## src/rtl/pipeline_stall_controller.sv

```systemverilog
// Central freeze/flush sequencer for the 5-stage pipeline: merges MEM-stage SRAM
// stalls, EXE branch flushes and ID hazard bubbles, plus debug counters.
module pipeline_stall_controller #(
  parameter int TIMEOUT = 64,
  parameter int CNT_W   = 16
) (
  input  logic             clk,
  input  logic             rst,
  input  logic             hazard_Detected,
  input  logic             B_taken,
  input  logic             mem_req,
  input  logic             mem_ready,
  output logic             sram_go,
  output logic             pc_freeze,
  output logic             if_id_freeze,
  output logic             if_id_flush,
  output logic             id_exe_flush,
  output logic             global_freeze,
  output logic             mem_timeout,
  output logic [CNT_W-1:0] stall_count,
  output logic [CNT_W-1:0] flush_count
);

  localparam int WC_W = (TIMEOUT > 2) ? $clog2(TIMEOUT) : 1;

  typedef enum logic {RUN = 1'b0, MEM_WAIT = 1'b1} state_t;

  state_t            state_q, state_d;
  logic [WC_W-1:0]   wait_cnt_q, wait_cnt_d;
  logic              timeout_q, timeout_d;
  logic [CNT_W-1:0]  stall_cnt_q, stall_cnt_d;
  logic [CNT_W-1:0]  flush_cnt_q, flush_cnt_d;
  logic              to_hit_s;
  logic              mem_stall_s;

  // Stall decode and same-cycle freeze/flush priority: memory > branch > hazard.
  always_comb begin
    to_hit_s      = (state_q == MEM_WAIT) && (wait_cnt_q == WC_W'(TIMEOUT - 1));
    mem_stall_s   = ((state_q == RUN) && mem_req) ||
                    ((state_q == MEM_WAIT) && !mem_ready && !to_hit_s);
    sram_go       = ((state_q == RUN) && mem_req) || (state_q == MEM_WAIT);
    pc_freeze     = 1'b0;
    if_id_freeze  = 1'b0;
    if_id_flush   = 1'b0;
    id_exe_flush  = 1'b0;
    global_freeze = 1'b0;
    if (mem_stall_s) begin
      pc_freeze     = 1'b1;
      if_id_freeze  = 1'b1;
      global_freeze = 1'b1;
    end else if (B_taken) begin
      if_id_flush  = 1'b1;
      id_exe_flush = 1'b1;
    end else if (hazard_Detected) begin
      pc_freeze    = 1'b1;
      if_id_freeze = 1'b1;
      id_exe_flush = 1'b1;
    end else begin
      pc_freeze = 1'b0;
    end
  end

  // Next-state for the access FSM, sticky timeout and saturating counters.
  always_comb begin
    state_d     = state_q;
    wait_cnt_d  = wait_cnt_q;
    timeout_d   = timeout_q;
    stall_cnt_d = stall_cnt_q;
    flush_cnt_d = flush_cnt_q;
    case (state_q)
      RUN: begin
        if (mem_req) begin
          state_d    = MEM_WAIT;
          wait_cnt_d = '0;
        end else begin
          state_d = RUN;
        end
      end
      MEM_WAIT: begin
        if (mem_ready) begin
          state_d = RUN;
        end else if (to_hit_s) begin
          state_d   = RUN;
          timeout_d = 1'b1;
        end else begin
          wait_cnt_d = wait_cnt_q + WC_W'(1);
        end
      end
      default: begin
        state_d    = RUN;
        wait_cnt_d = '0;
      end
    endcase
    if (pc_freeze && (stall_cnt_q != {CNT_W{1'b1}})) begin
      stall_cnt_d = stall_cnt_q + CNT_W'(1);
    end else begin
      stall_cnt_d = stall_cnt_q;
    end
    if (B_taken && !mem_stall_s && (flush_cnt_q != {CNT_W{1'b1}})) begin
      flush_cnt_d = flush_cnt_q + CNT_W'(1);
    end else begin
      flush_cnt_d = flush_cnt_q;
    end
  end

  // State and counter registers; reset drops an in-flight access immediately.
  always_ff @(posedge clk or posedge rst) begin
    if (rst) begin
      state_q     <= RUN;
      wait_cnt_q  <= '0;
      timeout_q   <= 1'b0;
      stall_cnt_q <= '0;
      flush_cnt_q <= '0;
    end else begin
      state_q     <= state_d;
      wait_cnt_q  <= wait_cnt_d;
      timeout_q   <= timeout_d;
      stall_cnt_q <= stall_cnt_d;
      flush_cnt_q <= flush_cnt_d;
    end
  end

  assign mem_timeout = timeout_q;
  assign stall_count = stall_cnt_q;
  assign flush_count = flush_cnt_q;

endmodule

```

## config.mk

```make
export PLATFORM = sky130hd
export DESIGN_NAME = pipeline_stall_controller
export DESIGN_NICKNAME = d
export VERILOG_FILES = /design/src/rtl/pipeline_stall_controller.sv
export SDC_FILE = /design/constraint.sdc
export NUM_CORES = 1
export LEC_CHECK = 0
export BUFFER_PORTS_ARGS = -buffer_cell sky130_fd_sc_hd__buf_2
export CAP_MARGIN = 20
export CORE_MARGIN = 1
export CORE_UTILIZATION = 57
export DETAILED_ROUTE_END_ITERATION = 8
export HOLD_SLACK_MARGIN = 0.05
export PLACE_DENSITY_LB_ADDON = 0.12
export SLEW_MARGIN = 20
export SYNTH_ARGS = -nofsm -noshare
export SYNTH_HDL_FRONTEND = slang
export SYNTH_SLANG_ARGS = --single-unit
export TNS_END_PERCENT = 1
```

## constraint.sdc

```tcl
create_clock -name clk -period 5.83 [get_ports clk]
set_input_delay 0.8745 -clock clk [delete_from_list [all_inputs] [get_ports clk]]
set_output_delay 0.8745 -clock clk [all_outputs]
set_load 0.1 [all_outputs]
```

==> impl_metrics.yaml, run 1 <==
setup_path:
  worstPathCellList: "ha_1, and3_2, nand4_1, and2_1, nor2_1, buf_2"
  cp_top_family: "simple AND/OR/NAND/NOR gates"
  rrSetupSlack_ns: 3.55
  crit_path_end_kind: "primary output"
  critPathRequiredTime_ns: 4.96
  cp_num_cells: 6
  critPathKind: "reg -> out"
  endpoint: "id_exe_flush"
  slowest_stage: "dfrtp_1"
  cp.arrival_ns: 2.29
  crit_path_start_kind: "register"
  crit_fanout: 8
  r2r_end: "flush_count[1]"
  cp.buffers_inverters: 1
  rr_startpoint: "wait_cnt_q[0]"
  r2r_cells: 6
  crit_path_max_incr_delay_ns: 0.46
  setup.worst_path.start: "wait_cnt_q[0]"
synth:
  syn_avg_cell_area_sq_um: 10.6
  ys_types: 32
  syn_area_sq_mm: 0.00194
  ys_warn_count: 0
  synth_fp_nets: 192
  ys_seq_area_share_pct: 51.6
  syn-instance-count: 183
  ys_ff_latch: 40
cts:
  clock_latency_ns: 0.34
  tritoncts: "done"
  cts_buffers: 5
  htree_levels: 2
  cts.clk_slew.worst_paths_ns: 0.11
  post_cts_resized: 0
  clock-sinks: 40
  post_cts_buffers: 0
  clock-root-buffer: "clkbuf_4"
  cts.path.max_buffers: 2
  holdBufCountCts: 0
layout:
  area_growth_pct: 18.3
  fin_nets: 241
  n_antenna_cell: 0
  fin_area_sq_mm: 0.00229
  layout_common_cells: "buf_2, dfrtp_1, nand4_1"
  layout_commonest_cell: "buf_2"
  drive_above_1_share_pct: 27.9
place:
  dp_hpwl_microns: 2690
  placed_cell_area_sq_mm: 0.00220
  port_buffers: 44
  dpl_worst_slack_ns: 2.78
  place_congestion: 0.852
timing:
  postLayoutSetupSlackWorst_ns: 2.67
  fin_tns_setup_ns: 0
  fin_crit_ns: 3.16
  rsz0062_at_grt: "no"
  slew_headroom_pct: 65.5
  fmax_ghz: 0.316
  fin_crit_sh_pct: 54.3
  whs_ns: 0.487
  skew_ns: 0.00723
  worstMarginPinSlew_ns: 0.513
  final_max_slew_viol_count: 0
  final-setup-viol-count: 0
  finalHoldViolCount: 0
power_and_ir_drop:
  power_switching_w: 0.000586
  comb_power_share_pct: 46.3
  power.leakage_nw: 1.13
  finalPower_w: 0.00112
  p_int_w: 0.000539
  ir_drop_v: 0.000510
  pwr-share-seq_pct: 35.8
  p_sw_share_pct: 52.1
  clock_power_share_pct: 17.9
  p_per_area_mw_per_mm2: 490
die:
  core_sq_mm: 0.00313
  die-area_sq_mm: 0.00364
  start_util_pct: 62.0
  die_height_microns: 60.3
  io_pins: 45
  rows: 20
  die_w_microns: 60.3
drt:
  wl_per_cell_microns: 13.6
  drtIter0Drc: 80
  detail-route-antenna-nets: 0
  num_vias: 1516
  wirelength_microns: 3770
  vias_per_cell: 5.47
  drc: 0
  dr.pass1.iters: 4
grt:
  grt.busiest_layer: "met2"
  grt.met3_usage_pct: 5.41
  antenna_found_initial: 0
  grt_pass1_vias: 1370
  grt_max_degree: 41
  grt_first_pass_wirelength_microns: 5940
  use_met2_pct: 36.6
  grt_overflow_total: 0
  use_met1_pct: 28.5
  grt_use_total_pct: 22.3
run_status:
  outcome: "finished, final reports clean"
job:
  maxCapViolCount: 0
min_path:
  hold_path.class: "reg -> reg"
==> power by group through the flow <==
stage,registers [W],logic (W),clock network (W)
after detailed placement,0.000406,0.000523,0
after floorplan,0.000697,0.000148,0
after CTS,0.000402,0.000524,0.000207
after global placement,0.000401,0.000518,0
after global routing,0.000412,0.000543,0.000214
final,0.000403,0.000521,0.000201
==> how the worst min path moves through the flow <==
stage | slack, ns | startpoint | depth (start not counted) | to
floorplan | 0.51 | wait_cnt_q[3] | 2 | wait_cnt_q[3]
global placement | 0.46 | mem_timeout | 1 | mem_timeout
detailed placement | 0.47 | mem_timeout | 1 | mem_timeout
CTS | 0.49 | stall_count[8] | 1 | stall_count[8]
global route | 0.51 | stall_count[8] | 1 | stall_count[8]
finish | 0.49 | stall_count[8] | 1 | stall_count[8]
==> Yosys cell counts <==
cell type / n / area (sq um)
xor2_1: 11 / 96.3
nor4_1: 1 / 6.26
nor3_4: 1 / 16.3
nand2b_1: 3 / 18.8
and4_1: 1 / 8.76
mux2_2: 5 / 56.3
buf_6: 1 / 11.3
nor2_1: 14 / 52.6
buf_4: 1 / 7.51
dfrtp_1: 40 / 1000
a21oi_1: 3 / 15.0
and2_1: 2 / 12.5
inv_1: 6 / 22.5
and2b_1: 1 / 7.51
xnor2_1: 19 / 166
and3_2: 2 / 15.0
nor2b_1: 1 / 6.26
nand4_1: 20 / 125
a31oi_1: 1 / 6.26
and3_1: 7 / 43.8
a22o_2: 1 / 10.0
nand3_1: 11 / 55.1
clkbuf_1: 1 / 3.75
a21boi_2: 2 / 22.5
and2_2: 1 / 7.51
nand2_1: 16 / 60.1
o21bai_1: 1 / 7.51
or2_1: 1 / 6.26
nor3_1: 3 / 15.0
o211ai_1: 1 / 7.51
ha_1: 3 / 37.5
o21ai_0: 2 / 10.0
==> kinds of logic (layout without fill, tap and decap cells) <==
family | after synthesis | in the layout | synth area share, %
AOI/OAI and AO/OA | 11 | 11 | 4.07
xor gates and xnor gates | 30 | 30 | 13.6
adders and majority gates | 3 | 3 | 1.94
buffers and inverters | 9 | 59 | 2.32
DFF | 40 | 40 | 51.6
muxes | 5 | 5 | 2.90
and+or+nand+nor | 85 | 85 | 23.6
==> flip-flops by register name, summed over array words and instances, names as in the netlist <==
name / cells
wait_cnt_q: 6
state_q: 1
mem_timeout: 1
stall_count: 16
flush_count: 16
==> worst reg2reg max path: stages (launching register included) <==
cell	delay [ns]
dfrtp_1	0.46
ha_1	0.20
and3_2	0.19
nand4_1	0.21
and2_1	0.33
nor3_4	0.41
mux2_2	0.38
==> final cells by class <==
type	count	area (sq um)
inverters	6	22.5
multi-input cells	134	892
well taps	44	55.1
clock inverters	1	30.0
clock buffers	7	65.1
flip-flops and latches	40	1000
repair buffers	45	228
fillers	240	835
==> metrics by stage <==
step	util, %	cells
2_1_floorplan	-	183
3_3_place_gp	70.3	269
3_5_place_dp	70.3	269
4_1_cts	73.3	277
5_1_grt	73.3	277
6_report	73.3	277
==> routing by layer <==
layer / up-vias / share of wire, %
met5: - / 0
met4: 0 / 1.6
met3: 7 / 4.9
met2: 45 / 49
met1: 724 / 45
li1: 740 / -
Power figures use the tool's default switching activity.
==> inputs of run 2 (changes only) <==
--- a/config.mk
+++ b/config.mk
@@ -8,7 +8,7 @@
 export BUFFER_PORTS_ARGS = -buffer_cell sky130_fd_sc_hd__buf_2
 export CAP_MARGIN = 20
 export CORE_MARGIN = 1
-export CORE_UTILIZATION = 57
+export CORE_UTILIZATION = 48
 export DETAILED_ROUTE_END_ITERATION = 8
 export HOLD_SLACK_MARGIN = 0.05
 export PLACE_DENSITY_LB_ADDON = 0.12
==> constraint.sdc (replaced) <==
create_clock -name clk -period 2.7 [get_ports clk]
set_input_delay 0.405 -clock clk [delete_from_list [all_inputs] [get_ports clk]]
set_output_delay 0.405 -clock clk [all_outputs]
set_load 0.1 [all_outputs]
==> run 2 against run 1 <==
  * Wire length fell by 1.1%
  * Via count fell by 2.2%
  * Die area rose by 18%
  * Sequential power rose by 120%
  * First-iteration DRC count fell by 19%
  * Non-clock buffer count did not move
  * Sequential share of layout area fell by 0.12 points
  * Critical endpoint is now global_freeze
==> impl_metrics.yaml, run 2 (synthesis results as in run 1) <==
layout:
  fin_nets: 241
  drive_above_1_share_pct: 28.4
  n_antenna_cell: 0
  fin_area_sq_mm: 0.00230
  layout_common_cells: "buf_2, dfrtp_1, nand4_1"
  layout_commonest_cell: "buf_2"
  finalNonFillerCells: 280
  area_growth_pct: 18.7
power_and_ir_drop:
  p_per_area_mw_per_mm2: 1030
  finalPower_w: 0.00237
  pwr-share-seq_pct: 36.7
  clock_power_share_pct: 15.4
  power.leakage_nw: 1.12
  ir_drop_v: 0.00110
  p_int_w: 0.00110
  power_switching_w: 0.00127
  p_sw_share_pct: 53.6
  comb_power_share_pct: 47.8
die:
  die_height_microns: 65.5
  io_pins: 45
  die-area_sq_mm: 0.00430
  die_w_microns: 65.5
  rows: 22
  core_sq_mm: 0.00377
  start_util_pct: 51.4
cts:
  cts.path.max_buffers: 2
  tritoncts: "done"
  clock_latency_ns: 0.29
  holdBufCountCts: 0
  cts_buffers: 5
  post_cts_buffers: 0
  clock-sinks: 40
  htree_levels: 2
  clock-root-buffer: "clkbuf_8"
  cts.clk_slew.worst_paths_ns: 0.07
timing:
  fin_crit_ns: 2.57
  whs_ns: 0.227
  finalHoldViolCount: 0
  final-setup-viol-count: 0
  skew_ns: 0.0102
  fin_crit_sh_pct: 95.1
  slew_headroom_pct: 63.1
  rsz0062_at_grt: "no"
  fin_tns_setup_ns: 0
  worstMarginPinSlew_ns: 0.548
  final_max_slew_viol_count: 0
  fmax_ghz: 0.390
drt:
  wirelength_microns: 3730
  dr.pass1.iters: 4
  vias_per_cell: 5.29
  drc: 0
  wl_per_cell_microns: 13.3
  num_vias: 1482
  detail-route-antenna-nets: 0
  drtIter0Drc: 65
job:
  maxCapViolCount: 0
setup_path:
  crit_fanout: 8
  critPathKind: "reg -> out"
  critPathRequiredTime_ns: 2.30
  crit_path_start_kind: "register"
  crit_path_end_kind: "primary output"
  cp.arrival_ns: 2.16
place:
  placed_cell_area_sq_mm: 0.00222
  port_buffers: 44
  place_congestion: 0.836
  place_inst: 273
  dp_hpwl_microns: 2700
min_path:
  hold_path.class: "in -> async"
grt:
  grt_use_total_pct: 19.9
  antenna_found_initial: 0
  grt_pass1_vias: 1435
  grt_overflow_total: 0
  grt_first_pass_wirelength_microns: 6450
  grt_max_degree: 41
run_status:
  outcome: "finished, final reports clean"
==> run 2: area by class of cell <==
| class | count | area [sq um] |
|---|---|---|
| Clock inverter | 1 | 5.00 |
| Timing Repair Buffer | 45 | 233 |
| Clock buffer | 6 | 72.6 |
| Sequential cell | 40 | 1000 |
| Inverter | 6 | 22.5 |
| Tap cell | 48 | 60.1 |
| Multi-Input combinational cell | 134 | 906 |
| Fill cell | 330 | 1470 |
==> run 2: worst paths after layout <==
path | cells past startpoint | to | slack (ns) | startpoint
setup / recovery | 5 | global_freeze | 0.13 | wait_cnt_q[0]
hold reg to reg | 1 | flush_count[13] | 0.49 | flush_count[13]
max in group asynchronous | 3 | stall_count[1] | 2.12 | rst
hold / removal | 3 | flush_count[14] | 0.23 | rst
min in group clk | 2 | wait_cnt_q[0] | 0.33 | mem_req
setup reg to reg | 6 | flush_count[1] | 0.35 | wait_cnt_q[0]
==> run 2: layer usage <==
metal | GRT usage (%) | vias up | share of wire [%]
li1 | - | 732 | -
met1 | 25.8 | 707 | 48
met2 | 31.7 | 36 | 46
met3 | 4.69 | 7 | 3.6
met4 | 8.15 | 0 | 1.6
met5 | 0 | - | 0
==> run 2: critical path, cell delays in order, from the launching register on <==
cell      delay (ns)
dfrtp_1         0.44
ha_1            0.23
and3_2          0.19
nand4_1         0.21
and2_1          0.38
clkbuf_4        0.41
==> run 2: repair_timing <==
action	in CTS	in global routing
gates resized for setup	1	1
hold endpoints to repair	0	0
endpoints found under the setup margin	1	1
==> run 2: stage by stage <==
step | setup slack [ns] | utilization [%]
2_1_floorplan | -0.105 | -
3_3_place_gp | 0.426 | 58.8
3_5_place_dp | 0.325 | 58.8
4_1_cts | 0.0268 | 60.9
5_1_grt | 0.000719 | 61.0
6_report | 0.133 | 61.0
==> run 2: power groups by stage <==
stage | registers [W] | logic [W] | clock network, W
final | 0.000870 | 0.00113 | 0.000365
after global routing | 0.000892 | 0.00118 | 0.000409
after CTS | 0.000870 | 0.00114 | 0.000380
after detailed placement | 0.000877 | 0.00114 | 0
after global placement | 0.000870 | 0.00112 | 0
after floorplan | 0.00151 | 0.000323 | 0
==> inputs of run 3 (changes only) <==
--- a/config.mk
+++ b/config.mk
@@ -5,13 +5,14 @@
 export SDC_FILE = /design/constraint.sdc
 export NUM_CORES = 1
 export LEC_CHECK = 0
+export ABC_AREA = 1
 export BUFFER_PORTS_ARGS = -buffer_cell sky130_fd_sc_hd__buf_2
 export CAP_MARGIN = 20
 export CORE_MARGIN = 1
-export CORE_UTILIZATION = 48
+export CORE_UTILIZATION = 51
 export DETAILED_ROUTE_END_ITERATION = 8
 export HOLD_SLACK_MARGIN = 0.05
-export PLACE_DENSITY_LB_ADDON = 0.12
+export PLACE_DENSITY = 0.74
 export SLEW_MARGIN = 20
 export SYNTH_ARGS = -nofsm -noshare
 export SYNTH_HDL_FRONTEND = slang
==> run 3 against run 2 <==
  * Count of clock-buffer cells in the layout did not move
  * Maximum frequency rose by 8.7%
  * Combinational power fell by 9.7%
  * Critical endpoint is now if_id_flush
  * Largest cell class is now multi-input gates
  * Largest power group unchanged
  * Highest routed layer unchanged
==> impl_metrics.yaml, run 3 <==
die:
  io_pins: 45
  rows: 25
  die_height_microns: 72.6
  start_util_pct: 53.4
  die-area_sq_mm: 0.00527
  die_w_microns: 72.6
  core_sq_mm: 0.00475
layout:
  layout_common_cells: "nand2_1, buf_2, dfrtp_1"
  fin_nets: 414
  layout_commonest_cell: "nand2_1"
  drive_above_1_share_pct: 18.5
  area_growth_pct: 12.6
  n_antenna_cell: 0
drt:
  drtIter0Drc: 141
  wirelength_met1_microns: 2530
  dr.pass1.iters: 4
  num_vias: 2358
  top_layer: "met4"
  dr_wl_met3_microns: 220
  dr_wl_met2_microns: 2480
  wirelength_microns: 5290
  vias_per_cell: 5.00
  wl_per_cell_microns: 11.2
  detail-route-antenna-nets: 0
  drc: 0
place:
  dp_hpwl_microns: 3930
  place_congestion: 0.867
  port_buffers: 44
  dpl_worst_slack_ns: 0.628
grt:
  grt_use_total_pct: 21.4
  grt_overflow_total: 0
  grt_first_pass_wirelength_microns: 8770
  grt_pass1_vias: 1988
  antenna_found_initial: 0
  grt_max_degree: 28
setup_path:
  critPathRequiredTime_ns: 2.30
  r2r_end: "stall_count[1]"
  crit_path_end_kind: "primary output"
  critPathKind: "reg -> out"
  cp.arrival_ns: 1.96
  r2r_cells: 10
  rr_startpoint: "wait_cnt_q[0]"
  crit_fanout: 8
  crit_path_start_kind: "register"
  rrSetupSlack_ns: 0.92
synth:
  ys_seq_area_share_pct: 39.4
  synth.top_cell.area_share_pct: 39.4
  syn_area_sq_mm: 0.00254
  synth_enable_flop_cells: 0
  synth.most_common_cell: "nand2_1"
  ys_types: 24
  synth_top_area_cell: "dfrtp_1"
  synth.area.top_cells: "dfrtp_1, nand2_1, nor2_1, nand3_1, nand4_1"
  async_reset_ff_share_pct: 100
  syn-instance-count: 360
  ys_ff_latch: 40
  synth_fp_nets: 369
  syn_avg_cell_area_sq_um: 7.06
  ys.flop_type: "dfrtp_1"
  ys_warn_count: 0
  ys_top_cells_by_count: "nand2_1, dfrtp_1, nor2_1, inv_1, nand3_1"
cts:
  tritoncts: "done"
  post_cts_buffers: 0
  clock-sinks: 40
  post_cts_resized: 0
  cts.clk_slew.worst_paths_ns: 0.08
  cts.path.max_buffers: 2
  clock_latency_ns: 0.29
  cts_buffers: 5
  htree_levels: 2
  holdBufCountCts: 0
  clock-root-buffer: "clkbuf_8"
timing:
  slew_headroom_pct: 64.3
  rsz0062_at_grt: "no"
  worstMarginPinSlew_ns: 0.535
  fin_tns_setup_ns: 0
  finalHoldViolCount: 0
  postLayoutSetupSlackWorst_ns: 0.339
  fin_crit_sh_pct: 87.4
  final-setup-viol-count: 0
  final_max_slew_viol_count: 0
  fmax_ghz: 0.424
  fin_crit_ns: 2.36
  skew_ns: 0.00493
power_and_ir_drop:
  p_per_area_mw_per_mm2: 784
  power.leakage_nw: 1.48
  ir_drop_v: 0.000813
min_path:
  hold_path.class: "in -> async"
run_status:
  outcome: "finished, final reports clean"
job:
  maxCapViolCount: 0
-- run 3: cell types whose count changed after synthesis, sizes merged, moves of 4 or more --
cell / previous run / this run
and3: 9 / 0
buf: 2 / 7
inv: 6 / 26
mux2: 5 / 0
nand2: 16 / 176
nand3: 11 / 23
nand4: 20 / 14
nor2: 14 / 40
nor3: 4 / 0
o21ai: 2 / 11
xnor2: 19 / 10
xor2: 11 / 3
-- run 3: final cells by class --
cell class                 instances  area, sq um
fill                             464         1890
multi-input combinational        287         1370
sequential                        40         1000
timing repair buffer              45          228
inverter                          26         97.6
tap                               67         83.8
clock buffer                       6         72.6
clock inverter                     1         5.00
-- run 3: metrics by stage --
stage / util (%) / hold WS, ns / cell area (sq um) / power [W] / cells
final: 60.2 / 0.141 / 2860 / 0.00224 / 472
after global routing: 60.2 / 0.188 / 2860 / 0.00236 / 472
after CTS: 60.2 / 0.160 / 2860 / 0.00226 / 472
after detailed placement: 58.5 / 0.461 / 2780 / 0.00188 / 465
after global placement: 58.5 / 0.470 / 2780 / 0.00186 / 465
after floorplan: - / 0.516 / 2540 / 0.00173 / 360
-- run 3: worst max path at each step --
stage,from,end,depth (start not counted)
finish,wait_cnt_q[0],if_id_flush,8
global route,wait_cnt_q[0],if_id_flush,8
CTS,wait_cnt_q[0],if_id_flush,8
detailed placement,wait_cnt_q[0],if_id_flush,8
global placement,wait_cnt_q[0],if_id_flush,8
floorplan,wait_cnt_q[0],id_exe_flush,5
-- run 3: cell families after synthesis --
logic type                 share of synthesized area, %
and+or+nand+nor                                    45.1
AOI/OAI and AO/OA                                  2.91
DFF                                                39.4
adders and majority gates                          1.48
xor gates and xnor gates                           4.48
buffers and inverters                              6.65
-- run 3: per-layer routing --
layer / vias up / GRT usage [%]
li1: 1215 / -
met1: 1092 / 29.4
met2: 44 / 34.7
met3: 7 / 3.59
met4: 0 / 6.54
met5: - / 0
-- run 3: worst max-delay path, cell delays in order, from the launching register on --
cell     delay, ns
dfrtp_1       0.45
ha_1          0.28
nand2_4       0.08
nor2_4        0.08
nand2_2       0.09
nand2_4       0.13
nand2_4       0.07
inv_2         0.07
buf_2         0.42
-- run 3: power breakdown --
part / internal, W / total (W) / switching (W)
Clock: 0.000176 / 0.000376 / 0.000200
Combinational: 0.000186 / 0.00102 / 0.000833
Sequential: 0.000691 / 0.000848 / 0.000157
